**src/rtl/mem_pkg.sv**
```systemverilog
// mem_pkg: shared types and helpers for the load/store sequencer.
//   state_t    - sequencer FSM encoding (idle / transfer / done / error)
//   F3_*       - funct3 encodings of the RV32I load/store sizes
//   size_bytes - access size in bytes for a funct3 value
//   f3_legal   - whether a funct3 value is a legal load or store
package mem_pkg;

    typedef enum logic [1:0] {
        StIdle = 2'd0,
        StXfer = 2'd1,
        StDone = 2'd2,
        StErr  = 2'd3
    } state_t;

    localparam logic [2:0] F3_B  = 3'b000;
    localparam logic [2:0] F3_H  = 3'b001;
    localparam logic [2:0] F3_W  = 3'b010;
    localparam logic [2:0] F3_BU = 3'b100;
    localparam logic [2:0] F3_HU = 3'b101;

    // Only funct3[1:0] selects the size; 2'b11 is rejected by f3_legal.
    function automatic logic [2:0] size_bytes(input logic [2:0] funct3);
        logic [2:0] n;
        case (funct3[1:0])
            2'b00:   n = 3'd1;
            2'b01:   n = 3'd2;
            default: n = 3'd4;
        endcase
        return n;
    endfunction

    function automatic logic f3_legal(input logic is_store, input logic [2:0] funct3);
        logic ok;
        if (is_store) begin
            ok = (funct3 == F3_B) || (funct3 == F3_H) || (funct3 == F3_W);
        end else begin
            ok = (funct3 == F3_B) || (funct3 == F3_H) || (funct3 == F3_W) ||
                 (funct3 == F3_BU) || (funct3 == F3_HU);
        end
        return ok;
    endfunction

endpackage

```
**src/rtl/load_extend.sv**
```systemverilog
// load_extend: combinational sign/zero extension of assembled load data.
//   byte_buf  in  32  little-endian bytes of the load, byte 0 = lowest address
//   size      in  3   access size in bytes (1, 2 or 4)
//   sign_ext  in  1   1 = sign-extend, 0 = zero-extend
//   rdata     out 32  extended load result
module load_extend (
    input  logic [31:0] byte_buf,
    input  logic [2:0]  size,
    input  logic        sign_ext,
    output logic [31:0] rdata
);

    always_comb begin
        rdata = byte_buf;
        case (size)
            3'd1: rdata = {{24{sign_ext & byte_buf[7]}}, byte_buf[7:0]};
            3'd2: rdata = {{16{sign_ext & byte_buf[15]}}, byte_buf[15:0]};
            default: rdata = byte_buf;
        endcase
    end

endmodule

```
**src/rtl/mem_sequencer.sv**
```systemverilog
// mem_sequencer: splits one RV32I load/store into BUSW-wide memory beats, assembles and
// extends load data, and signals completion with a one-cycle ready (or err) pulse.
//   Parameters: MABL = memory word-address width, BUSW = memory data width (8/16/32).
//   clk, rst (sync, active-high)
//   req/store/funct3/addr/wdata  request side, sampled only in idle
//   busy/ready/err/rdata         status and load result
//   mem_rd/mem_we/mem_be/mem_wd/mem_ad  memory side; mem_rd valid one cycle after mem_ad
// Build option: define MEM_MISALIGN_TRAP_EN to reject misaligned accesses with err;
// otherwise the low address bits are cleared and the access proceeds.
module mem_sequencer
    import mem_pkg::*;
#(
    parameter int unsigned MABL = 19,
    parameter int unsigned BUSW = 8
) (
    input  logic                           clk,
    input  logic                           rst,
    input  logic                           req,
    input  logic                           store,
    input  logic [2:0]                     funct3,
    input  logic [MABL+$clog2(BUSW/8)-1:0] addr,
    input  logic [31:0]                    wdata,
    output logic                           busy,
    output logic                           ready,
    output logic                           err,
    output logic [31:0]                    rdata,
    input  logic [BUSW-1:0]                mem_rd,
    output logic                           mem_we,
    output logic [BUSW/8-1:0]              mem_be,
    output logic [BUSW-1:0]                mem_wd,
    output logic [MABL-1:0]                mem_ad
);

    localparam int unsigned Lanes = BUSW / 8;
    localparam int unsigned OffW  = $clog2(Lanes);
    localparam int unsigned AddrW = MABL + OffW;
    localparam int unsigned BeatW = $clog2(32 / BUSW) + 1;

    state_t state_q, state_d;

    logic             store_q;
    logic             sgn_q;
    logic [2:0]       size_q;
    logic [AddrW-1:0] addr_q;
    logic [31:0]      wdata_q;
    logic [BeatW-1:0] last_q;
    logic [BeatW-1:0] beat_q;
    logic             cap_q;       // mem_rd this cycle belongs to load beat cap_beat_q
    logic [BeatW-1:0] cap_beat_q;
    logic [31:0]      buf_q;
    logic [31:0]      rdata_q;

    // Request decode
    logic [2:0]       req_size;
    logic [1:0]       low_mask;
    logic [AddrW-1:0] req_addr;
    logic [BeatW-1:0] req_last;
    logic             illegal;

    always_comb begin
        req_size      = size_bytes(funct3);
        low_mask      = 2'(req_size - 3'd1);
        req_addr      = addr;
        req_addr[1:0] = addr[1:0] & ~low_mask;
        illegal       = !f3_legal(store, funct3);
`ifdef MEM_MISALIGN_TRAP_EN
        illegal = illegal || ((addr[1:0] & low_mask) != 2'b00);
`endif
        if (int'(req_size) > int'(Lanes)) begin
            req_last = BeatW'(int'(req_size) / int'(Lanes) - 1);
        end else begin
            req_last = '0;
        end
    end

    // Lane of the first byte; non-zero only for single-beat sub-bus accesses.
    logic [1:0] lane_off;
    assign lane_off = addr_q[1:0] & 2'(Lanes - 1);

    // FSM: state register
    always_ff @(posedge clk) begin
        if (rst) begin
            state_q <= StIdle;
        end else begin
            state_q <= state_d;
        end
    end

    // FSM: next state
    always_comb begin
        state_d = state_q;
        case (state_q)
            StIdle: begin
                if (req) begin
                    state_d = illegal ? StErr : StXfer;
                end
            end
            StXfer: begin
                if (beat_q == last_q) begin
                    state_d = StDone;
                end
            end
            StDone:  state_d = StIdle;
            StErr:   state_d = StIdle;
            default: state_d = StIdle;
        endcase
    end

    // Datapath registers
    logic [31:0] buf_merged;
    logic [31:0] rdata_ext;

    always_ff @(posedge clk) begin
        if (rst) begin
            store_q    <= 1'b0;
            sgn_q      <= 1'b0;
            size_q     <= 3'd0;
            addr_q     <= '0;
            wdata_q    <= '0;
            last_q     <= '0;
            beat_q     <= '0;
            cap_q      <= 1'b0;
            cap_beat_q <= '0;
            buf_q      <= '0;
            rdata_q    <= '0;
        end else begin
            if (state_q == StIdle && req && !illegal) begin
                store_q <= store;
                sgn_q   <= !funct3[2];
                size_q  <= req_size;
                addr_q  <= req_addr;
                wdata_q <= wdata;
                last_q  <= req_last;
            end
            beat_q     <= (state_q == StXfer) ? beat_q + 1'b1 : '0;
            cap_q      <= (state_q == StXfer) && !store_q;
            cap_beat_q <= beat_q;
            if (cap_q) begin
                buf_q <= buf_merged;
            end
            if (state_q == StDone && !store_q) begin
                rdata_q <= rdata_ext;
            end
        end
    end

    // Merge the beat currently on mem_rd into the byte buffer, so the final beat is
    // usable in the DONE cycle itself.
    always_comb begin
        int idx;
        idx        = 0;
        buf_merged = buf_q;
        if (cap_q) begin
            for (int j = 0; j < int'(Lanes); j++) begin
                idx = int'(cap_beat_q) * int'(Lanes) + j - int'(lane_off);
                if (idx >= 0 && idx < int'(size_q)) begin
                    buf_merged[8*idx +: 8] = mem_rd[8*j +: 8];
                end
            end
        end
    end

    load_extend u_load_extend (
        .byte_buf (buf_merged),
        .size     (size_q),
        .sign_ext (sgn_q),
        .rdata    (rdata_ext)
    );

    // FSM: outputs
    always_comb begin
        int idx;
        int wsel;
        idx    = 0;
        wsel   = 0;
        busy   = (state_q != StIdle);
        ready  = (state_q == StDone);
        err    = (state_q == StErr);
        rdata  = (state_q == StDone && !store_q) ? rdata_ext : rdata_q;
        mem_we = 1'b0;
        mem_be = '0;
        mem_wd = '0;
        mem_ad = '0;
        if (state_q == StXfer) begin
            mem_we = store_q;
            mem_ad = MABL'(addr_q >> OffW) + MABL'(beat_q);
            for (int j = 0; j < int'(Lanes); j++) begin
                idx = int'(beat_q) * int'(Lanes) + j - int'(lane_off);
                if (idx >= 0 && idx < int'(size_q)) begin
                    mem_be[j] = 1'b1;
                end
                // Narrow stores replicate their bytes across all lanes.
                wsel = (int'(beat_q) * int'(Lanes) + j) & (int'(size_q) - 1);
                mem_wd[8*j +: 8] = wdata_q[8*wsel +: 8];
            end
        end
    end

endmodule

```
**config.mk**
```make
export PLATFORM = sky130hd
export DESIGN_NAME = mem_sequencer
export DESIGN_NICKNAME = d
export VERILOG_FILES = /design/src/rtl/mem_pkg.sv /design/src/rtl/load_extend.sv /design/src/rtl/mem_sequencer.sv
export SDC_FILE = /design/constraint.sdc
export NUM_CORES = 1
export LEC_CHECK = 0
export BUFFER_PORTS_ARGS = -buffer_cell sky130_fd_sc_hd__buf_2
export CORE_UTILIZATION = 35
export DETAILED_ROUTE_END_ITERATION = 8
export HOLD_SLACK_MARGIN = 0.1
export PLACE_DENSITY = 0.52
export RECOVER_POWER = 50
export SYNTH_ARGS = -nofsm -noshare
export SYNTH_HDL_FRONTEND = slang
export SYNTH_SLANG_ARGS = --single-unit
```
**constraint.sdc**
```tcl
create_clock -name clk -period 6.7 [get_ports clk]
set_input_delay 0.67 -clock clk [delete_from_list [all_inputs] [get_ports clk]]
set_output_delay 0.67 -clock clk [all_outputs]
set_load 0.01 [all_outputs]
```
Word-level counts from Yosys, hierarchy flattened
Index checks and enable logic that the tools add are counted.
{ "totals": {"reg_bits": 132, "inputBits": 66, "out_inout_bits": 64, "elab_cells": 81} }
{ "classes": {"add_sub_neg": 6, "n_lt_le_gt_ge": 5, "eq_ne": 13, "shift": 3, "mux": 17, "bitwise": 6, "n_reduce_logical": 19} }
{ "op_table": {"columns": ["cell", "count"], "rows": [
  ["$mux 32", 3],
  ["$pmux 32 s2", 1],
  ["$neg 6->33", 1],
  ["$shift 8x33->32 const A", 1],
  ["$shiftx 8x33->32", 1],
  ["$bwmux 32", 1],
  ["$shiftx 32x7->8", 1],
  ["$add 19x3->19", 1],
  ["$mux 19", 1],
  ["$mux 8", 1],
  ["$eq 3x1->1 const B", 2],
  ["$eq 3x2->1 const B", 2],
  ["$eq 3x3->1 const B", 2],
  ["$ge 3x1->1 const B", 2],
  ["$logic_and 1x1->1", 6],
  ["$lt 3x3->1", 2],
  ["$mux 2", 3],
  ["$pmux 2 s3", 1],
  ["$pmux 3 s2", 1],
  ["$and 4x4->4", 1],
  ["$eq 2x1->1 const B", 2],
  ["$eq 2x2->1 const B", 2],
  ["$logic_not 2->1", 2],
  ["$logic_or 1x1->1", 4],
  ["other kinds (18)", 25]
]} }

Longest topological paths before layout
{ "logic_depth": {"ltp_word": 9, "mapped_depth": 10, "mapped_depth_nobuf": 8} }

Cells and area by module
A second synthesis with hierarchy kept.
{ "unflattened": {"hier_cells": 737, "hier_area_um2": 6467.5} }
{ "modules_own_cells": {"columns": ["mod", "n_inst", "cells_each", "area_each_um2", "seq_area_each_um2"], "rows": [
  ["mem_sequencer", 1, 693, 6118.4, 2642.5],
  ["load_extend", 1, 44, 349.1, 0.0]
]} }

Least setup slack after synthesis
No wires, ideal clock.
{ "synth_timing": {"path_kind": "register to output", "start": "register cap_beat_q[0]", "end": "output port rdata[16]", "arrival_time_ns": 2.723, "required_ns": 6.030, "slack_ns": 3.307, "stages_incl_launch_ff": 11, "path_buffers": 2, "cell_sequence": "dfxtp_1 clkbuf_1 inv_1 ha_1 ha_1 nand4b_2 a2111oi_4 mux2i_1 nor3_4 buf_6 a31oi_1"} }
{ "synth_between": {"elab_chain_len": 8, "word_cells_on_any_way": 13, "classes_between": "1 x add/sub; 2 x order compare; 2 x shift; 5 x mux; 2 x bitwise; 1 x reduce/logical"} }
{ "synth_lines": {"columns": ["item", "line", "source"], "rows": [
  ["start, declared", "mem_sequencer.sv:49", "logic [BeatW-1:0] cap_beat_q;"],
  ["start signal, assigned", "mem_sequencer.sv:137", "cap_beat_q <= beat_q;"],
  ["$neg 6->33", "mem_sequencer.sv:157", "buf_merged[8*idx +: 8] = mem_rd[8*j +: 8];"],
  ["$shiftx 8x33->32 or $shift 8x33->32 (tied branches)", "mem_sequencer.sv:157", null],
  ["$bwmux 32", "mem_sequencer.sv:157", null],
  ["$mux 32 (*)", "mem_sequencer.sv:156", "if (idx >= 0 && idx < int'(size_q)) begin"],
  ["$mux 32 (*)", "mem_sequencer.sv:153", "if (cap_q) begin"],
  ["$and 1x1->1, on equally long branches", "load_extend.sv:17, load_extend.sv:16", null],
  ["$pmux 32 s2 (*)", "load_extend.sv:15", "case (size)"],
  ["$mux 32 (*)", null, null],
  ["end, declared", "mem_sequencer.sv:26", "output logic [31:0] rdata,"]
]} }
Every way passes the cells marked *; elsewhere a longest branch is shown, timed or not.

==> metrics.txt <==
clock root cell clkbuf_16; switching part of the total 0.273; Tot Pwr 2.02 mW; top cells by area, synth dfxtp_1 41%, a21oi_1 7.1%, nand2_1 7.1%; post-synth cell types 51; area of the core 17500 um2; critical setup path kind in2reg; pre-CTS WS 2230 ps; Worst Setup EP state_q[1]; most frequent cell after synthesis dfxtp_1; worst-path fanout max 67; achievable frequency 200 MHz; nets 921; layout cells sized above 1 0.240; Internal Power 1.47 mW; Routed Antenna Nets 0; setup ws final 1700 ps; min Tclk post-route 5000 ps; drt first-iter violations 198; Final Slew Violations 134; VDD IR max 0.195 mV; Syn Area/Cell 8.61 um2; Leak 2.92 nW; combinational cell fraction of total power 0.142; synthesis-stage register bit count 132; Final HPWL DP 11.0 mm; Syn Nets 823; Synth Flop Type dfxtp_1; Setup crit end kind register; multi-input logic area 3440 um2; postcts setup bufs 0; Slew HR -0.971; Max Cap Viol 2; register area share after synthesis 0.414; reg2reg setup slack 2790 ps; Crit path arrival time 5290 ps; Mapped Area 6380 um2; Final Core Density 0.436; hold buffer count at CTS 0; RR Startpoint cap_beat_q[0]; GP Congestion 0.790; post-route cell area 7650 um2; Vias/cell 5.01; PD cells 264 nW/um2; CTS Buf Count 17; Sequential cell area 2640 um2; # diodes 0; net switching power figure 0.552 mW; H-tree level count 4; RR Endpoint rdata_q[21]; detailed-route wire length per cell 14.7 um; Fillers 1764; worst skew pair latency 420 ps; initial antenna violation count 1; Critical Path RT 6990 ps; width of the die 137 um; die height 137 um; # port buffers 129; R2R depth 7; vias in the first global route 5206; Async S/R FF share, synth 0; # rows 48; Placed Area 7100 um2; period utilization 0.746; # IOs 130; CTS Buffer Depth 2; most instantiated cells after synthesis 132 x dfxtp_1, 120 x nand2_1, 90 x a21oi_1; Startpoint Class input port; final WL 15.8 mm; Yosys top cell by area dfxtp_1; Synth top area share 0.414; GRT overflow 0; Fin. Hold Viols 0; Hold WC Path Type reg2reg; Worst Tran Pin Value 2960 ps; failing checks capacitance limit, slew limit; worst hold slack 453 ps; Final Skew 8.83 ps; die area 18800 um2; drt first pass iters 4; drc violations 0; CTS tree yes; Yosys warnings 0; final std cells w/o fill 1076; clock-pin slew on the worst setup and hold paths 60 ps; Final Setup Violations 0; post_cts resized 0; synth-to-layout area growth 19.9%; Clock Sinks 132; clock share of power 0.436; run status finished with violations; crit path from rst; Placed Cells 1045; RSZ-0062 raised after global routing no; Post-Syn Instances 741; initial core utilization 0.364; first-pass GRT wire length 25.6 mm; vias after detailed routing 5389; sequential fraction of design power 0.422; setup_tns 0 ps; largest net degree at the start of global routing 69; total track usage 0.175; number of flops mapped to enable cells by yosys 0
[state kept, by name, summed over array words and instances, names as in the netlist]
name / flops
store_q: 1
buf_q: 32
last_q: 3
cap_beat_q: 3
addr_q: 19
wdata_q: 32
beat_q: 3
cap_q: 1
size_q: 3
state_q: 2
rdata_q: 32
sgn_q: 1
[critical path, stage by stage]
cell,delay [ps]
clkbuf_1,2010
clkbuf_1,2210
nor2_1,120
a21boi_0,230
[power by group through the flow]
stage               sequential, mW  clock (mW)  combinational, mW
floorplan                    0.863           0              0.195
global placement             0.868           0              0.285
detailed placement           0.870           0              0.291
CTS                          0.853       0.904              0.292
global route                 0.858       0.935              0.324
finish                       0.853       0.881              0.286
[cell type report]
class,instances,area share
tap,225,0.0368
inverter,19,0.00933
clock buffer,20,0.0597
clock inverter,11,0.0137
timing repair buffer,132,0.0856
sequential,132,0.346
multi-input combinational,537,0.449
[layout by cell type, fill, tap and decap left out, types with 5 or more instances in the layout]
master / instances
nor2_1: 70
xor2_1: 7
and4_1: 9
nand2b_1: 5
mux2_2: 8
mux4_2: 8
xnor2_1: 14
a311oi_1: 9
clkbuf_16: 17
a21oi_1: 90
a211oi_1: 19
nor3_1: 8
nand3_1: 11
inv_1: 19
mux2i_1: 10
buf_2: 121
clkbuf_1: 10
o21ba_2: 9
a31oi_1: 18
ha_1: 15
and2_1: 17
nand2_1: 120
nor2b_1: 22
o21ai_0: 12
a211oi_2: 6
mux2_4: 7
dfxtp_1: 132
[cells by family (layout without fill, tap and decap cells)]
family,count (synthesis),in the layout,synth area share
xor gates and xnor gates,21,21,0.0288
muxes,33,33,0.0746
buffers and inverters,72,182,0.0481
adders and majority gates,16,16,0.0326
DFF,132,132,0.414
and+or+nand+nor,293,293,0.220
AOI/OAI and AO/OA,174,174,0.181
[metal layers]
layer | vias to the layer above | track usage | share of wire
met4 | 2 | 0.0574 | 0.015
met3 | 22 | 0.0456 | 0.044
li1 | 2762 | - | -
met1 | 2490 | 0.216 | 0.45
met5 | - | 0 | 0.00076
met2 | 113 | 0.293 | 0.49
[how the worst min path moves through the flow]
stage               cells after the start           to  slack [ps]        start
CTS                                     2   wdata_q[4]         460   wdata_q[4]
finish                                  2  wdata_q[14]         450  wdata_q[14]
global placement                        2  wdata_q[11]         440  wdata_q[11]
global route                            2  wdata_q[28]         470  wdata_q[28]
floorplan                               1        cap_q         430      store_q
detailed placement                      2   wdata_q[4]         450   wdata_q[4]
Note: power is estimated with default switching activity, not from simulation.
